`config.mk`:
```
export PLATFORM = sky130hd
export DESIGN_NAME = writeback_stage_flat
export DESIGN_NICKNAME = d
export VERILOG_FILES = /design/src/rtl/writeback_stage_if.sv /design/src/rtl/writeback_stage.sv /design/src/flat_wrapper.sv
export SDC_FILE = /design/constraint.sdc
export NUM_CORES = 1
export LEC_CHECK = 0
export ABC_AREA = 1
export CAP_MARGIN = 20
export CORE_MARGIN = 3
export CORE_UTILIZATION = 39
export DETAILED_ROUTE_END_ITERATION = 8
export PLACE_DENSITY_LB_ADDON = 0.3
export SYNTH_ARGS = -nofsm -noshare
export SYNTH_HDL_FRONTEND = slang
export SYNTH_SLANG_ARGS = --single-unit
```
`constraint.sdc`:
```
create_clock -name clk -period 2.45 [get_ports clk]
set_input_delay 0.245 -clock clk [delete_from_list [all_inputs] [get_ports clk]]
set_output_delay 0.245 -clock clk [all_outputs]
set_load 0.005 [all_outputs]
```
`src/rtl/writeback_stage_if.sv`:
```
// ============================================================================
// Module   : writeback_stage_if
// Brief    : Bundles the MEM-stage, M-unit and register-file write signals
//            of the writeback stage.
// Revision : 1.0 - initial release
// ============================================================================
`timescale 1ns/1ps
`default_nettype none

interface writeback_stage_if;
  logic        mem_valid;
  logic        mem_wb_reg_file;
  logic        mem_wb_load;
  logic [2:0]  mem_load_type;
  logic [1:0]  mem_addr_lsb;
  logic [4:0]  mem_rd;
  logic [31:0] mem_alu_result;
  logic [31:0] mem_read_data;
  logic        md_valid;
  logic [4:0]  md_rd;
  logic [31:0] md_result;
  logic        md_ready;
  logic        wb_stall;
  logic        reg_file_wr_en;
  logic [4:0]  reg_file_wr_addr;
  logic [31:0] reg_file_wr_data;

  modport master (
    output mem_valid, mem_wb_reg_file, mem_wb_load, mem_load_type, mem_addr_lsb,
           mem_rd, mem_alu_result, mem_read_data, md_valid, md_rd, md_result,
    input  md_ready, wb_stall, reg_file_wr_en, reg_file_wr_addr, reg_file_wr_data
  );

  modport slave (
    input  mem_valid, mem_wb_reg_file, mem_wb_load, mem_load_type, mem_addr_lsb,
           mem_rd, mem_alu_result, mem_read_data, md_valid, md_rd, md_result,
    output md_ready, wb_stall, reg_file_wr_en, reg_file_wr_addr, reg_file_wr_data
  );
endinterface

`default_nettype wire

```
`src/rtl/writeback_stage.sv`:
```
// ============================================================================
// Module   : writeback_stage
// Brief    : Arbitrates the single register-file write port between the
//            retiring MEM-stage instruction and the multiply/divide unit,
//            with load alignment and starvation protection for the M unit.
// Revision : 1.0 - initial release
// ============================================================================
`timescale 1ns/1ps
`default_nettype none

module writeback_stage #(
  parameter int unsigned STARVE_LIMIT = 4
) (
  input  logic              clk,
  input  logic              rst,
  writeback_stage_if.slave  wb
);

  localparam logic [2:0] c_starve_limit = 3'(STARVE_LIMIT);

  logic [2:0]  r_starve_cnt;
  logic        w_pipe_req;
  logic        w_md_req;
  logic        w_force_md;
  logic        w_grant_md;
  logic        w_grant_pipe;
  logic [7:0]  w_byte;
  logic [15:0] w_half;
  logic [31:0] w_load_data;
  logic [31:0] w_pipe_data;

  assign w_pipe_req = wb.mem_valid & wb.mem_wb_reg_file;
  assign w_md_req   = wb.md_valid;
  assign w_force_md = (r_starve_cnt == c_starve_limit);

  // Grants are masked during reset so the combinational handshakes read 0.
  assign w_grant_md   = ~rst & w_md_req & (w_force_md | ~w_pipe_req);
  assign w_grant_pipe = ~rst & w_pipe_req & ~w_grant_md;

  assign wb.md_ready = w_grant_md;
  assign wb.wb_stall = w_grant_md & w_pipe_req;

  always_comb begin
    w_byte = 8'h00;
    case (wb.mem_addr_lsb)
      2'd0:    w_byte = wb.mem_read_data[7:0];
      2'd1:    w_byte = wb.mem_read_data[15:8];
      2'd2:    w_byte = wb.mem_read_data[23:16];
      default: w_byte = wb.mem_read_data[31:24];
    endcase
    w_half = wb.mem_addr_lsb[1] ? wb.mem_read_data[31:16] : wb.mem_read_data[15:0];

    w_load_data = 32'h0;
    case (wb.mem_load_type)
      3'b000:  w_load_data = {{24{w_byte[7]}}, w_byte};
      3'b001:  w_load_data = {{16{w_half[15]}}, w_half};
      3'b010:  w_load_data = wb.mem_read_data;
      3'b100:  w_load_data = {24'h0, w_byte};
      3'b101:  w_load_data = {16'h0, w_half};
      default: w_load_data = 32'h0;
    endcase

    w_pipe_data = wb.mem_wb_load ? w_load_data : wb.mem_alu_result;
  end

  always_ff @(posedge clk or posedge rst) begin
    if (rst) begin
      r_starve_cnt        <= 3'd0;
      wb.reg_file_wr_en   <= 1'b0;
      wb.reg_file_wr_addr <= 5'd0;
      wb.reg_file_wr_data <= 32'h0;
    end else begin
      // Saturating wait counter; any acceptance or idle cycle restarts it.
      if (w_md_req && !w_grant_md) begin
        if (r_starve_cnt != c_starve_limit) begin
          r_starve_cnt <= r_starve_cnt + 3'd1;
        end
      end else begin
        r_starve_cnt <= 3'd0;
      end

      if (w_grant_md) begin
        wb.reg_file_wr_en   <= (wb.md_rd != 5'd0);
        wb.reg_file_wr_addr <= wb.md_rd;
        wb.reg_file_wr_data <= wb.md_result;
      end else if (w_grant_pipe) begin
        wb.reg_file_wr_en   <= (wb.mem_rd != 5'd0);
        wb.reg_file_wr_addr <= wb.mem_rd;
        wb.reg_file_wr_data <= w_pipe_data;
      end else begin
        wb.reg_file_wr_en   <= 1'b0;
      end
    end
  end

endmodule

`default_nettype wire

```
`src/flat_wrapper.sv`:
```
// flat-port wrapper written by rule: the top's interface ports become plain ports
module writeback_stage_flat 
#(
  parameter int unsigned STARVE_LIMIT = 4
)
  (clk, rst, wb_mem_valid, wb_mem_wb_reg_file, wb_mem_wb_load, wb_mem_load_type, wb_mem_addr_lsb, wb_mem_rd, wb_mem_alu_result, wb_mem_read_data, wb_md_valid, wb_md_rd, wb_md_result, wb_md_ready, wb_wb_stall, wb_reg_file_wr_en, wb_reg_file_wr_addr, wb_reg_file_wr_data);
  writeback_stage_if wb_i ();
  input  logic clk;
  input  logic rst;
  input wire logic [$bits(wb_i.mem_valid)-1:0] wb_mem_valid;
  input wire logic [$bits(wb_i.mem_wb_reg_file)-1:0] wb_mem_wb_reg_file;
  input wire logic [$bits(wb_i.mem_wb_load)-1:0] wb_mem_wb_load;
  input wire logic [$bits(wb_i.mem_load_type)-1:0] wb_mem_load_type;
  input wire logic [$bits(wb_i.mem_addr_lsb)-1:0] wb_mem_addr_lsb;
  input wire logic [$bits(wb_i.mem_rd)-1:0] wb_mem_rd;
  input wire logic [$bits(wb_i.mem_alu_result)-1:0] wb_mem_alu_result;
  input wire logic [$bits(wb_i.mem_read_data)-1:0] wb_mem_read_data;
  input wire logic [$bits(wb_i.md_valid)-1:0] wb_md_valid;
  input wire logic [$bits(wb_i.md_rd)-1:0] wb_md_rd;
  input wire logic [$bits(wb_i.md_result)-1:0] wb_md_result;
  output wire logic [$bits(wb_i.md_ready)-1:0] wb_md_ready;
  output wire logic [$bits(wb_i.wb_stall)-1:0] wb_wb_stall;
  output wire logic [$bits(wb_i.reg_file_wr_en)-1:0] wb_reg_file_wr_en;
  output wire logic [$bits(wb_i.reg_file_wr_addr)-1:0] wb_reg_file_wr_addr;
  output wire logic [$bits(wb_i.reg_file_wr_data)-1:0] wb_reg_file_wr_data;
  assign wb_i.mem_valid = wb_mem_valid;
  assign wb_i.mem_wb_reg_file = wb_mem_wb_reg_file;
  assign wb_i.mem_wb_load = wb_mem_wb_load;
  assign wb_i.mem_load_type = wb_mem_load_type;
  assign wb_i.mem_addr_lsb = wb_mem_addr_lsb;
  assign wb_i.mem_rd = wb_mem_rd;
  assign wb_i.mem_alu_result = wb_mem_alu_result;
  assign wb_i.mem_read_data = wb_mem_read_data;
  assign wb_i.md_valid = wb_md_valid;
  assign wb_i.md_rd = wb_md_rd;
  assign wb_i.md_result = wb_md_result;
  assign wb_md_ready = wb_i.md_ready;
  assign wb_wb_stall = wb_i.wb_stall;
  assign wb_reg_file_wr_en = wb_i.reg_file_wr_en;
  assign wb_reg_file_wr_addr = wb_i.reg_file_wr_addr;
  assign wb_reg_file_wr_data = wb_i.reg_file_wr_data;
  writeback_stage #(.STARVE_LIMIT(STARVE_LIMIT)) u_core (.clk(clk), .rst(rst), .wb(wb_i));
endmodule
```
After elaboration in Yosys (flattened, before gate mapping):

Cells that the tools add are included.

* multiplexer cells: 12
* bitwise gates (word level): 10
* $add $sub $neg: 1
* reductions and logical operators: 7
* equality and inequality tests: 9

Operator list (count)
* $pmux W32 S5: 1
* $mux W32: 3
* $pmux W8 S3: 1
* $mux W16: 1
* $mux W5: 2
* $reduce_bool A5 Y1: 2
* $eq A3 B3 Y1 const B: 3
* $and A1 B1 Y1: 6
* $mux W3: 2
* $add A3 B1 Y3 const B: 1
* $eq A3 B1 Y1 const B: 1
* $eq A3 B2 Y1 const B: 1
* $logic_not A3 Y1: 1
* $ne A3 B3 Y1 const B: 1
* $not A1 Y1: 3
* $eq A2 B1 Y1 const B: 1
* $eq A2 B2 Y1 const B: 1
* $logic_not A2 Y1: 1
* $mux W1: 2
* $ne A2 B2 Y1 const B: 1
* $reduce_bool A2 Y1: 1
* $logic_and A1 B1 Y1: 1
* $logic_not A1 Y1: 1
* $or A1 B1 Y1: 1

* input port bits: 117
* output and inout bits: 40
* word-level logic and storage cells: 43
* bits in registers: 41

Logic depth before layout (Yosys ltp):

Gate-level depths: netlist of the first run.

* depth after elaboration: 8
* mapped depth: 13
* depth with buffers taken out: 11

Worst setup path before layout of the first run:

OpenSTA, ideal clock, no wires.

* kind: input to register
* start point: input rst
* end point: register u_core.wb.reg_file_wr_data[23]
* slack: 0.424 ns
* path buffers: 1
* cell stages on the path: 7
* arrival: 1.910 ns
* library setup time: 0.116 ns
* data required time: 2.334 ns
* cell sequence: inv_1 > nand3_4 > clkbuf_1 > o21ai_0 > inv_2 > nand2_1 > nand2_1

* longest elaborated chain between the ends: 6
* elaborated cells between the ends (all ways): 8
* those cells by class: 1 x mux; 6 x bitwise; 1 x reduce/logical

Ends and longest elaborated chain
* start: declaration: RTL line flat_wrapper.sv:9 `input logic rst;`
* $not A1 Y1 (*): RTL line writeback_stage.sv:37, writeback_stage.sv:38
* $and A1 B1 Y1 (2 in a row): RTL line writeback_stage.sv:37 `assign w_grant_md = ~rst & w_md_req & (w_force_md | ~w_pipe_req);`
* $not A1 Y1: RTL line writeback_stage.sv:38 `assign w_grant_pipe = ~rst & w_pipe_req & ~w_grant_md;`
* $and A1 B1 Y1: RTL line writeback_stage.sv:38
* $reduce_bool A2 Y1 (no line)
* end signal: assignment: RTL line writeback_stage.sv:85 `wb.reg_file_wr_data <= wb.md_result;`
* end signal: assignment: RTL line writeback_stage.sv:89 `wb.reg_file_wr_data <= w_pipe_data;`
* end: declaration: RTL line writeback_stage_if.sv:37 `output md_ready, wb_stall, reg_file_wr_en, reg_file_wr_addr, reg_file_wr_data`

Every way passes the cells marked *; elsewhere a longest branch is shown, timed or not.
A chain may end at the register's enable or synchronous reset.

Final worst setup path of the first run:

* start point: register u_core.r_starve_cnt[0]
* end point: output wb_wb_stall

* longest elaborated chain between the ends: 4

Ends and longest elaborated chain
* start: declaration: RTL line writeback_stage.sv:21 `logic [2:0] r_starve_cnt;`
* start signal: assignment: RTL line writeback_stage.sv:76 `r_starve_cnt <= r_starve_cnt + 3'd1;`
* $eq A3 B3 Y1: RTL line writeback_stage.sv:34 `assign w_force_md = (r_starve_cnt == c_starve_limit);`
* $or A1 B1 Y1: RTL line writeback_stage.sv:37
* $and A1 B1 Y1: RTL line writeback_stage.sv:37
* $and A1 B1 Y1: RTL line writeback_stage.sv:41 `assign wb.wb_stall = w_grant_md & w_pipe_req;`
* end: declaration: RTL line flat_wrapper.sv:22 `output wire logic [$bits(wb_i.wb_stall)-1:0] wb_wb_stall;`

No other way between the ends.

==> results of run 1 <==
[synth_stat cells (5+ instances only)]
| library cell | n |
|---|---|
| nand3_1 | 44 |
| clkbuf_1 | 11 |
| dfrtp_1 | 41 |
| buf_2 | 13 |
| nand2_1 | 286 |
| o21ai_1 | 6 |
| buf_6 | 5 |
| a21oi_1 | 34 |
| nor2_1 | 49 |
| inv_2 | 16 |
| o21ai_0 | 32 |
| inv_1 | 74 |
| nand2_2 | 5 |
[layout make-up]
cell class	instances	share of cell area [%]
clock buffer	7	1.801
clock inverter	1	0.1637
inverter	90	6.316
multi-input combinational	475	38.85
sequential	41	19.18
tap	108	2.526
timing repair buffer	170	31.16
[where the power goes]
part	internal, uW	switching, uW
Clock	261	268
Combinational	532	453
Sequential	798	71.9
Total	1590	793
[kinds of logic (layout without fill, tap and decap cells)]
group	after synthesis	after routing
buf+inv	124	268
compound gates	77	77
flops	41	41
xor+xnor	2	2
simple gates	394	394
fa+ha+maj	2	2
[cells in the final DEF (no fill, tap or decap), drive strengths merged]
master,n
nand2,292
inv,90
ha,2
clkinv,1
o211ai,4
xnor2,1
o41ai,1
clkbuf,7
clkdlybuf4s50,156
nand4,2
dfrtp,41
a21oi,34
nand3,46
nor2,54
xor2,1
buf,14
o21ai,38
[critical path: stages (launching register included)]
cell and delay [ns]:
dfrtp_1 0.39, inv_1 0.09, ha_1 0.18, nand2_1 0.13, nand2_2 0.11, nand3_4 0.11
nor2_1 0.11, clkdlybuf4s50_1 0.52
[timing repair]
action                     4_1_cts  5_1_grt
gates resized for setup          0        0
setup endpoints to repair        0        1
buffers inserted                 0        4
[per-stage QoR]
step                hold WS [ns]  util, %  std cells  cell area (um^2)  setup slack [ns]
finish                    0.4595    60.16        892              5349            0.2639
global route              0.5083    60.16        892              5349            0.1226
CTS                       0.4880    59.82        888              5319            0.1013
detailed placement        0.4645    58.64        880              5214            0.3772
global placement          0.4617    58.64        880              5214            0.3718
floorplan                 0.3649        -        640              3635            0.4239
[registers in the layout (all words and copies together) (netlist names)]
signal and cells:
u_core.wb.reg_file_wr_en 1, u_core.r_starve_cnt 3, u_core.wb.reg_file_wr_data 32, u_core.wb.reg_file_wr_addr 5
[worst min path at each step]
stage | from | end | cells after the start
3_3_place_gp | u_core.wb.reg_file_wr_data[21] | u_core.wb.reg_file_wr_data[21] | 2
6_report | rst | u_core.wb.reg_file_wr_en | 3
5_1_grt | rst | u_core.r_starve_cnt[0] | 3
4_1_cts | rst | u_core.r_starve_cnt[0] | 3
2_1_floorplan | wb_mem_rd[0] | u_core.wb.reg_file_wr_addr[0] | 2
3_5_place_dp | u_core.wb.reg_file_wr_data[6] | u_core.wb.reg_file_wr_data[6] | 2
[layer usage]
metal / part of all wire [%] / vias up / track usage [%]
met5: 0 / - / 0
met4: 2.0 / 0 / 6.458
met3: 6.6 / 19 / 3.857
met2: 50 / 179 / 44.59
met1: 41 / 1972 / 30.12
li1: - / 2235 / -
==> impl_metrics.py, run 1 <==
metrics = {
    "global_routing": {
        "grt_overflow": 0,
        "grt_usage_pct": 24.55,
        "grt_pass1_wl_mm": 20.49,
        "first_global_vias": 4323,
        "grt_max_degree": 42,
        "antenna_found_initial": 0,
    },
    "drt": {
        "dr_total_vias": 4405,
        "drtIter0Drc": 264,
        "wl_per_cell_um": 14.22,
        "ant_nets": 0,
        "drc_errors": 0,
        "totalWireLength_mm": 12.68,
        "vias_per_cell": 4.938,
        "dr.pass1.iters": 5,
    },
    "timing": {
        "worst_slew_pin_slew_ns": 1.019,
        "hold_viol_final": 0,
        "fmax_ghz": 0.4574,
        "clock-skew-final_ns": 0.005184,
        "setup-violations-final": 0,
        "rsz0062_at_grt": "false",
        "fin_crit_sh_pct": 89.23,
        "drv_slew": 0,
        "max_slew_margin_pct": 32.02,
        "timing.final.crit_period_ns": 2.186,
        "setup-tns-final_ns": 0,
    },
    "floorplan": {
        "core_um2": 8891,
        "die-area_um2": 10510,
        "die_w_um": 102.5,
        "ioPinCount": 157,
        "row_count": 34,
        "start_util_pct": 40.88,
        "die_h_um": 102.5,
    },
    "setup_path": {
        "crit_path_end_kind": "primary output",
        "rr_worst_depth": 10,
        "endpoint": "wb_wb_stall",
        "path_max_fanout": 8,
        "ff2ff_setup_slack_ns": 0.49,
        "startpoint_type": "register",
        "required_ns": 2.20,
        "criticalPathCategory": "reg -> out",
        "cp.arrival_ns": 1.94,
        "r2r-start": "u_core.r_starve_cnt[0]",
        "reg2reg_to": "u_core.wb.reg_file_wr_addr[1]",
        "startpoint": "u_core.r_starve_cnt[0]",
    },
    "finish": {
        "diodes": 0,
        "area_delta_synth_final_pct": 47.16,
        "fillers": 920,
        "multi_input_area_um2": 2078,
        "drive_gt1_share_pct": 6.505,
        "nets": 902,
        "regArea_um2": 1026,
    },
    "synthesis": {
        "synth_top_family_by_area": "simple AND/OR/NAND/NOR gates",
        "syn-num-nets": 759,
        "synth_top_area_share_pct": 29.54,
        "synth_compound_area_share_pct": 10.98,
        "synth_xor_area_share_pct": 0.4819,
        "netlist_area_um2": 3635,
        "dominantRegCellSynth": "dfrtp_1",
        "synth-adder-area-share_pct": 0.6885,
        "synthMuxAreaShare_pct": 0,
        "ys_ff_latch": 41,
        "synth_seq_area_share_pct": 28.23,
        "synthCells": 640,
        "synth-edff-count": 0,
        "yosys.area_share.simple_pct": 45.03,
        "async_reset_ff_share_pct": 100.0,
        "yosysWarnings": 0,
        "syn_avg_cell_area_um2": 5.679,
        "yosys.area.top_type": "nand2_1",
        "synth_area_leaders": "nand2_1 (30%), dfrtp_1 (28%), inv_1 (7.6%)",
        "synth_cell_type_count": 26,
    },
    "cts": {
        "cts_hold_buf": 0,
        "cts_buffers": 5,
        "cts_root_buffer": "clkbuf_8",
        "clk_path_buf_depth": 2,
        "clock_latency_ns": 0.30,
        "clk_pin_slew_ns": 0.09,
        "cts_tree": "built",
        "cts.sinks": 41,
        "h-tree-depth": 2,
    },
    "power": {
        "ir_worst_vdd_mv": 0.2729,
        "fin_total_pwr_uw": 2384,
        "powerDensity_nw_per_um2": 445.7,
        "leakage_uw": 0.002932,
    },
    "place": {
        "gp_congestion": 1.033,
        "io_buffers": 156,
        "dp_hpwl_mm": 9.857,
    },
    "worst_hold_path": {
        "hp-class": "in -> async",
    },
    "flow_run": {
        "maxCapViolCount": 0,
    },
    "run_status": {
        "status": "finished, final reports clean",
    },
}
Power figures use the tool's default switching activity.
==> inputs of run 2 (changes only) <==
CTS_CLUSTER_DIAMETER = 120   (was unset)
==> results of run 2 <==
Final layout, timing and power as in run 1 (identical DEF).
==> inputs of run 3 (changes only) <==
DONT_BUFFER_PORTS = 1   (was unset)
SKIP_LAST_GASP = 1   (was unset)
TNS_END_PERCENT = 10   (was unset)
==> run 3 against run 2 <==
  * Cell area is 30% lower
  * Register-to-register slack better by 0.12 ns
  * First-iteration DRC count is 30% lower
  * Critical path depth is 1 lower
  * Fmax is 9.6% higher
  * Via count is 16% lower
  * Sequential share of layout area is 8.3 points higher
  * Sequential power is 4.0% higher
  * Critical path type unchanged
  * Critical endpoint is now wb_md_ready
  * Highest routed layer unchanged
==> impl_metrics.py, run 3 (same netlist as run 1, synthesis figures left out) <==
metrics = {
    "run_status": {
        "status": "finished, final reports clean",
    },
    "floorplan": {
        "start_util_pct": 40.88,
        "die-area_um2": 10510,
        "row_count": 34,
        "die_h_um": 102.5,
        "ioPinCount": 157,
        "die_w_um": 102.5,
        "core_um2": 8891,
    },
    "timing": {
        "setup-tns-final_ns": 0,
        "whs_ns": 0.01950,
        "max_slew_margin_pct": 55.75,
        "rsz0062_at_grt": "false",
        "drv_slew": 0,
        "clock-skew-final_ns": 0.008989,
        "fmax_ghz": 0.5016,
        "worst_slew_pin_slew_ns": 0.6628,
        "timing.final.crit_period_ns": 1.994,
        "hold_viol_final": 0,
        "fin_crit_sh_pct": 81.38,
        "setup-violations-final": 0,
    },
    "finish": {
        "multi_input_area_um2": 2078,
        "final_common_cell": "nand2_1",
        "post-route-util_pct": 41.92,
        "area_delta_synth_final_pct": 2.547,
        "largest_reg_flops": 32,
        "top_register": "u_core.wb.reg_file_wr_data",
        "fillers": 988,
        "design_area_um2": 3727,
        "diodes": 0,
        "nets": 736,
        "drive_gt1_share_pct": 6.634,
        "final_cells": 726,
        "regArea_um2": 1026,
        "final_cell_mix": "nand2_1 (286), inv_1 (73), nor2_1 (49)",
        "largest_registers": "u_core.wb.reg_file_wr_data: 32 flops, u_core.wb.reg_file_wr_addr: 5 flops, u_core.r_starve_cnt: 3 flops",
    },
    "drt": {
        "wl_per_cell_um": 15.44,
        "dr_total_vias": 3688,
        "drtIter0Drc": 185,
        "ant_nets": 0,
        "vias_per_cell": 5.080,
        "drc_errors": 0,
        "totalWireLength_mm": 11.21,
        "dr.pass1.iters": 5,
    },
    "power": {
        "ir_worst_vdd_mv": 0.2702,
        "powerDensity_nw_per_um2": 527.5,
        "leakage_uw": 0.002285,
    },
    "cts": {
        "ctsResizeCount": 0,
        "clk_path_buf_depth": 2,
        "cts.sinks": 41,
        "h-tree-depth": 2,
        "clk_pin_slew_ns": 0.08,
        "cts_root_buffer": "clkbuf_8",
        "clock_latency_ns": 0.30,
        "cts_tree": "built",
        "cts_buffers": 5,
        "cts_setup_buffers": 0,
        "cts_hold_buf": 0,
    },
    "setup_path": {
        "crit_path_end_kind": "primary output",
        "required_ns": 2.20,
        "path_max_fanout": 39,
        "criticalPathCategory": "reg -> out",
        "startpoint_type": "register",
        "cp.arrival_ns": 1.75,
    },
    "global_routing": {
        "first_global_vias": 3522,
        "grt_pass1_wl_mm": 17.66,
        "grt_overflow": 0,
        "grt_max_degree": 42,
        "grt_usage_pct": 21.30,
        "antenna_found_initial": 0,
    },
    "place": {
        "gp_congestion": 0.9361,
        "placed_cell_area_um2": 3607,
        "io_buffers": 0,
        "dp_cells": 718,
        "dp_hpwl_mm": 8.508,
    },
    "flow_run": {
        "maxCapViolCount": 0,
    },
    "worst_hold_path": {
        "hp-class": "in -> async",
    },
}
==> run 3: stage by stage <==
stage                     setup WS [ns]  power, uW
after floorplan                  0.4239       1309
after global placement           0.7049       1386
after detailed placement         0.6462       1401
after CTS                        0.4460       1993
after global routing             0.3162       2121
final                            0.4563       1966
==> run 3: power breakdown <==
group,switching [uW],internal (uW),total (uW)
clock,251,332,583
sequential,106,799,905
combinational,308,170,478
==> run 3: layer usage <==
metal	routed length, um	track usage (%)	vias up
met4	186	5.449	0
li1	-	-	1895
met3	1123	7.307	16
met2	5313	34.76	143
met5	0	0	-
met1	4587	27.03	1634
==> run 3: worst paths after layout <==
check	start	endpoint	slack [ns]	cells past startpoint
hold reg to reg	u_core.wb.reg_file_wr_data[11]	u_core.wb.reg_file_wr_data[11]	0.51	2
max in group asynchronous	rst	u_core.wb.reg_file_wr_data[11]	2.06	2
setup reg to reg	u_core.r_starve_cnt[0]	u_core.wb.reg_file_wr_en	0.61	10
min in group clk	wb_mem_rd[0]	u_core.wb.reg_file_wr_addr[0]	0.07	2
setup / recovery	u_core.r_starve_cnt[0]	wb_md_ready	0.46	6
hold / removal	rst	u_core.wb.reg_file_wr_addr[3]	0.02	2
==> run 3: worst max-delay path: stages, from the launching register on <==
cell and delay (ns):
dfrtp_1 0.39, inv_1 0.09, ha_1 0.17, nand2_1 0.12
nand2_2 0.11, nand3_4 0.07, inv_2 0.49
==> run 3: layout make-up <==
| cell class | count | share of cell area [%] |
|---|---|---|
| sequential | 41 | 27.53 |
| tap | 108 | 3.625 |
| inverter | 90 | 9.063 |
| clock inverter | 2 | 1.007 |
| clock buffer | 6 | 2.216 |
| multi-input combinational | 475 | 55.76 |
| timing repair buffer | 4 | 0.8056 |
